File: src/rtl/uart_rx_param.sv
// Parametrised UART receiver: input synchroniser, start-edge detect, mid-bit sampling,
// optional parity, one or two stop bits, error flags and a valid/ack output handshake.
module uart_rx_param #(
  parameter int unsigned CLKS_PER_BIT = 434,
  parameter int unsigned DATA_BITS    = 8,
  parameter int unsigned PARITY       = 0,
  parameter int unsigned STOP_BITS    = 1,
  parameter int unsigned SYNC_STAGES  = 2
) (
  input  logic                 CLK,
  input  logic                 RST,
  input  logic                 Rx_En_Sig,
  input  logic                 Rx_Pin_In,
  input  logic                 Rx_Ack,
  output logic [DATA_BITS-1:0] Rx_Data,
  output logic                 Rx_Valid,
  output logic                 Rx_Done_Sig,
  output logic                 Parity_Err,
  output logic                 Frame_Err,
  output logic                 Overrun_Err,
  output logic                 Busy
);
  localparam int unsigned BAUD_W = $clog2(CLKS_PER_BIT);
  localparam int unsigned BIT_W  = $clog2(DATA_BITS + 1);
  localparam logic [BAUD_W-1:0] HALF_TGT  = BAUD_W'(CLKS_PER_BIT / 2 - 1);
  localparam logic [BAUD_W-1:0] FULL_TGT  = BAUD_W'(CLKS_PER_BIT - 1);
  localparam logic [BIT_W-1:0]  LAST_DATA = BIT_W'(DATA_BITS - 1);
  localparam logic [BIT_W-1:0]  LAST_STOP = BIT_W'(STOP_BITS - 1);

  typedef enum logic [2:0] {
    S_IDLE,
    S_START,
    S_DATA,
    S_PARITY,
    S_STOP
  } state_t;

  logic [SYNC_STAGES-1:0] r_sync;
  logic                   r_prev;
  state_t                 r_state;
  logic [BAUD_W-1:0]      r_baud;
  logic [BIT_W-1:0]       r_bitcnt;
  logic [DATA_BITS-1:0]   r_shift;
  logic                   r_par_f;
  logic                   r_frm_f;
  logic [DATA_BITS-1:0]   r_data;
  logic                   r_valid;
  logic                   r_done;
  logic                   r_perr;
  logic                   r_ferr;
  logic                   r_ovr;
  logic                   r_busy;

  logic                   w_rx;
  logic                   w_fall;
  logic                   w_tick;
  logic                   w_par_exp;
  logic                   w_frm_acc;

  assign w_rx      = r_sync[SYNC_STAGES-1];
  assign w_fall    = r_prev & ~w_rx;
  assign w_tick    = (r_baud == ((r_state == S_START) ? HALF_TGT : FULL_TGT));
  assign w_par_exp = (PARITY == 1) ? ~(^r_shift) : (^r_shift);
  assign w_frm_acc = r_frm_f | ~w_rx;

  // Metastability guard on the asynchronous line; idles high.
  always_ff @(posedge CLK or posedge RST) begin
    if (RST) begin
      r_sync <= '1;
    end else begin
      r_sync <= {r_sync[SYNC_STAGES-2:0], Rx_Pin_In};
    end
  end

  always_ff @(posedge CLK or posedge RST) begin
    if (RST) begin
      r_prev   <= 1'b1;
      r_state  <= S_IDLE;
      r_baud   <= '0;
      r_bitcnt <= '0;
      r_shift  <= '0;
      r_par_f  <= 1'b0;
      r_frm_f  <= 1'b0;
      r_data   <= '0;
      r_valid  <= 1'b0;
      r_done   <= 1'b0;
      r_perr   <= 1'b0;
      r_ferr   <= 1'b0;
      r_ovr    <= 1'b0;
      r_busy   <= 1'b0;
    end else begin
      r_prev <= w_rx;
      r_done <= 1'b0;
      if (r_valid && Rx_Ack) begin
        r_valid <= 1'b0;
      end
      if (!Rx_En_Sig && (r_state != S_IDLE)) begin
        r_state  <= S_IDLE;
        r_busy   <= 1'b0;
        r_baud   <= '0;
        r_bitcnt <= '0;
      end else if (r_state == S_IDLE) begin
        r_baud   <= '0;
        r_bitcnt <= '0;
        if (Rx_En_Sig && w_fall) begin
          r_state <= S_START;
          r_busy  <= 1'b1;
          r_par_f <= 1'b0;
          r_frm_f <= 1'b0;
        end
      end else begin
        r_baud <= w_tick ? '0 : (r_baud + BAUD_W'(1));
        if (w_tick) begin
          case (r_state)
            S_START: begin
              // A high start sample means the edge was a glitch.
              if (w_rx) begin
                r_state <= S_IDLE;
                r_busy  <= 1'b0;
              end else begin
                r_state <= S_DATA;
              end
            end
            S_DATA: begin
              r_shift <= {w_rx, r_shift[DATA_BITS-1:1]};
              if (r_bitcnt == LAST_DATA) begin
                r_bitcnt <= '0;
                r_state  <= (PARITY != 0) ? S_PARITY : S_STOP;
              end else begin
                r_bitcnt <= r_bitcnt + BIT_W'(1);
              end
            end
            S_PARITY: begin
              r_par_f <= (w_rx != w_par_exp);
              r_state <= S_STOP;
            end
            S_STOP: begin
              if (r_bitcnt == LAST_STOP) begin
                // Leave mid stop bit so the next start edge can be caught.
                r_state  <= S_IDLE;
                r_busy   <= 1'b0;
                r_bitcnt <= '0;
                r_data   <= r_shift;
                r_perr   <= r_par_f;
                r_ferr   <= w_frm_acc;
                r_done   <= 1'b1;
                r_valid  <= 1'b1;
                if (r_valid && !Rx_Ack) begin
                  r_ovr <= 1'b1;
                end
              end else begin
                r_frm_f  <= w_frm_acc;
                r_bitcnt <= r_bitcnt + BIT_W'(1);
              end
            end
            default: begin
              r_state <= S_IDLE;
              r_busy  <= 1'b0;
            end
          endcase
        end
      end
    end
  end

  assign Rx_Data     = r_data;
  assign Rx_Valid    = r_valid;
  assign Rx_Done_Sig = r_done;
  assign Parity_Err  = r_perr;
  assign Frame_Err   = r_ferr;
  assign Overrun_Err = r_ovr;
  assign Busy        = r_busy;

endmodule

File: config.mk
export PLATFORM = sky130hd
export DESIGN_NAME = uart_rx_param
export DESIGN_NICKNAME = d
export VERILOG_FILES = /design/src/rtl/uart_rx_param.sv
export SDC_FILE = /design/constraint.sdc
export NUM_CORES = 1
export LEC_CHECK = 0
export BUFFER_PORTS_ARGS = -buffer_cell sky130_fd_sc_hd__buf_4
export CAP_MARGIN = 20
export CORE_MARGIN = 3
export CORE_UTILIZATION = 45
export DETAILED_ROUTE_END_ITERATION = 8
export PLACE_DENSITY_LB_ADDON = 0.12
export SYNTH_ARGS = -nofsm -noshare
export SYNTH_HDL_FRONTEND = slang
export SYNTH_SLANG_ARGS = --single-unit
File: constraint.sdc
create_clock -name CLK -period 2.3 [get_ports CLK]
set_input_delay 0.345 -clock CLK [delete_from_list [all_inputs] [get_ports CLK]]
set_output_delay 0.345 -clock CLK [all_outputs]
set_load 0.01 [all_outputs]
==> impl_metrics.csv <==
group,metric,value,unit
synth,ys_ff_latch,43,
timing,worstMarginPinSlew,0.6070,ns
layout,areaGrowthSynthToFinish,17.14,%
global_route,grt_overflow_total,0,
global_route,antenna_found_initial,0,
synth,syn_area,2007,sq um
global_route,grt_pass1_wl,6396,microns
timing,fin_crit_sh,0.9286,
timing,min_period,2.136,ns
clocking,htree_levels,2,
floorplanning,fp.dieH,72.78,microns
route,drt_wl_total,3735,microns
floorplanning,core,4144,sq um
clocking,cts-root-buf,"clkbuf_8",
clocking,postCtsSetupRepairBufs,0,
pwr,vdd_ir_drop_max,0.0003243,V
timing,worst_slack,0.1643,ns
route,antenna_left,0,
route,drt_iter0_drc,100,
critical_path,crit_fanout,8,
critical_path,crit_type,"flop to flop",
run,max_cap_viol_count,0,
placed_design,dp_slack,0.1696,ns
floorplanning,rows,23,
placed_design,port_buffers,18,
timing,slew_headroom,0.5902,
critical_path,reg2reg_from,"r_state[1]",
synth,syn_area_per_cell,12.02,sq um
critical_path,required,2.48,ns
layout,nNetsFinal,205,
synth,synth.area.top_cells,"dfrtp_1 50%, mux2_2 9.5%, dfstp_2 3.9%",
clocking,clockBufferDepth,2,
timing,drv_slew,0,
clocking,clkTransAtPathRegs,0.08,ns
clocking,cts_tree,"yes",
floorplanning,start_util,0.4843,
placed_design,gp_congestion,0.8289,
placed_design,dpl-instance-area,2248,sq um
synth,synth_top_area_frac,0.4988,
route,drt-pass1-iter-count,4,
critical_path,critPathArrivalTime,2.31,ns
layout,final_common_cell,"dfrtp_1",
route,vias_per_cell,5.603,
hold_path,hold_class,"primary input to async pin",
placed_design,hpwl,2757,microns
pwr,power-per-cell-area,710.5,nW/um^2
clocking,hold_buffers,0,
synth,seq_area_frac_synth,0.5380,
layout,final_cell_mix,"40 x dfrtp_1, 27 x buf_4, 17 x mux2_2",
global_route,grt_pass1_vias,1380,
layout,drive_above_1_share,0.2995,
synth,yosys.area.top_type,"dfrtp_1",
layout,diodes,0,
route,vias,1384,
clocking,cts_buffers,5,
synth,synth_edf_count,0,
global_route,grt_max_degree,17,
timing,finalHoldViolations,0,
critical_path,worstSetupStartpointType,"flop",
route,wire_per_inst,15.12,microns
route,drcViolationCount,0,
floorplanning,fp.dieArea,5297,sq um
layout,finalInstanceArea,2351,sq um
floorplanning,ios,19,
clocking,cts_resized,0,
timing,setup_violations,0,
timing,fin_worst_skew,0.004992,ns
pwr,leakage,1.170,nW
critical_path,critPathCaptureType,"flop",
clocking,clock-sinks,43,
timing,rsz0062_at_grt,"no",
floorplanning,fp.dieW,72.78,microns
timing,tns,0,ns
synth,dominantRegCellSynth,"dfrtp_1",
run_status,status,"completed",
critical_path,crit_start,"r_state[1]",
timing,whs,0.1146,ns
clocking,clk_latency,0.29,ns
synth,synth-warning-count,0,
global_route,grt_usage,0.1556,
pwr,power.total,0.001670,W
synth,yosysUniqueCellTypes,46,
synth,async_reset_ff_frac,1.000,
synth,synthCells,167,
timing,clock.fmax,468.2,MHz
synth,syn-num-nets,175,
[final cells by class]
type / count / area, sq um
fill: 359 / 1793
timing repair buffer: 27 / 202.7
tap: 50 / 62.56
clock inverter: 1 / 30.03
multi-input combinational: 114 / 880.8
clock buffer: 6 / 72.57
inverter: 6 / 22.52
sequential: 43 / 1080
[power by group]
group          internal [W]  total (W)  switching, W
sequential         0.000789   0.000818     0.0000289
clock              0.000318   0.000556      0.000238
combinational      0.000127   0.000297      0.000169
[metrics by stage]
| stage | utilization | cells |
|---|---|---|
| 2_1_floorplan | - | 167 |
| 3_3_place_gp | 0.5426 | 240 |
| 3_5_place_dp | 0.5426 | 240 |
| 4_1_cts | 0.5673 | 247 |
| 5_1_grt | 0.5673 | 247 |
| 6_report | 0.5673 | 247 |
[path summary, 6_finish.rpt]
check	endpoint	slack [ns]	depth (start not counted)
worst max register to register	r_shift[5]	0.16	5
max in group asynchronous	r_shift[6]	1.56	3
worst min-delay path	Busy	0.11	2
worst max-delay path	r_shift[5]	0.16	5
min in group CLK	r_sync[0]	0.16	1
worst min register to register	r_sync[1]	0.36	0
[Yosys cell counts (all sizes together), types with 4 or more instances]
| cell | instances |
|---|---|
| nand2 | 8 |
| nand3 | 7 |
| inv | 6 |
| and3 | 6 |
| mux2 | 18 |
| xor2 | 7 |
| dfrtp | 40 |
| xnor2 | 8 |
| nor2 | 14 |
| nand4 | 4 |
[sequential cells by signal (all words and copies together), names as in the netlist, 2 cells and up]
name,cells
Rx_Data,8
r_baud,9
r_bitcnt,4
r_shift,8
r_state,3
r_sync,2
[routing by layer]
metal,wire length (microns),vias to the layer above,GRT usage,part of all wire
li1,-,651,-,-
met1,1779,684,0.2209,0.48
met2,1704,42,0.2295,0.46
met3,201,7,0.03719,0.054
met4,49,0,0.06148,0.013
met5,0,-,0,0
[critical path: stages (launching register included)]
cell       delay [ns]
dfrtp_1          0.42
or3b_1           0.41
nand4bb_4        0.22
and2_1           0.21
nor3_4           0.39
mux2_2           0.38
[kinds of logic (layout without fill, tap and decap cells)]
family	Yosys count	in the layout	synth area share
buffers and inverters	10	40	0.02307
AOI/OAI and AO/OA	18	18	0.06921
DFF	43	43	0.5380
muxes	20	20	0.1110
and+or+nand+nor	58	58	0.1746
xor gates and xnor gates	15	15	0.06546
adders and majority gates	3	3	0.01871
(Power assumes the default switching activity.)
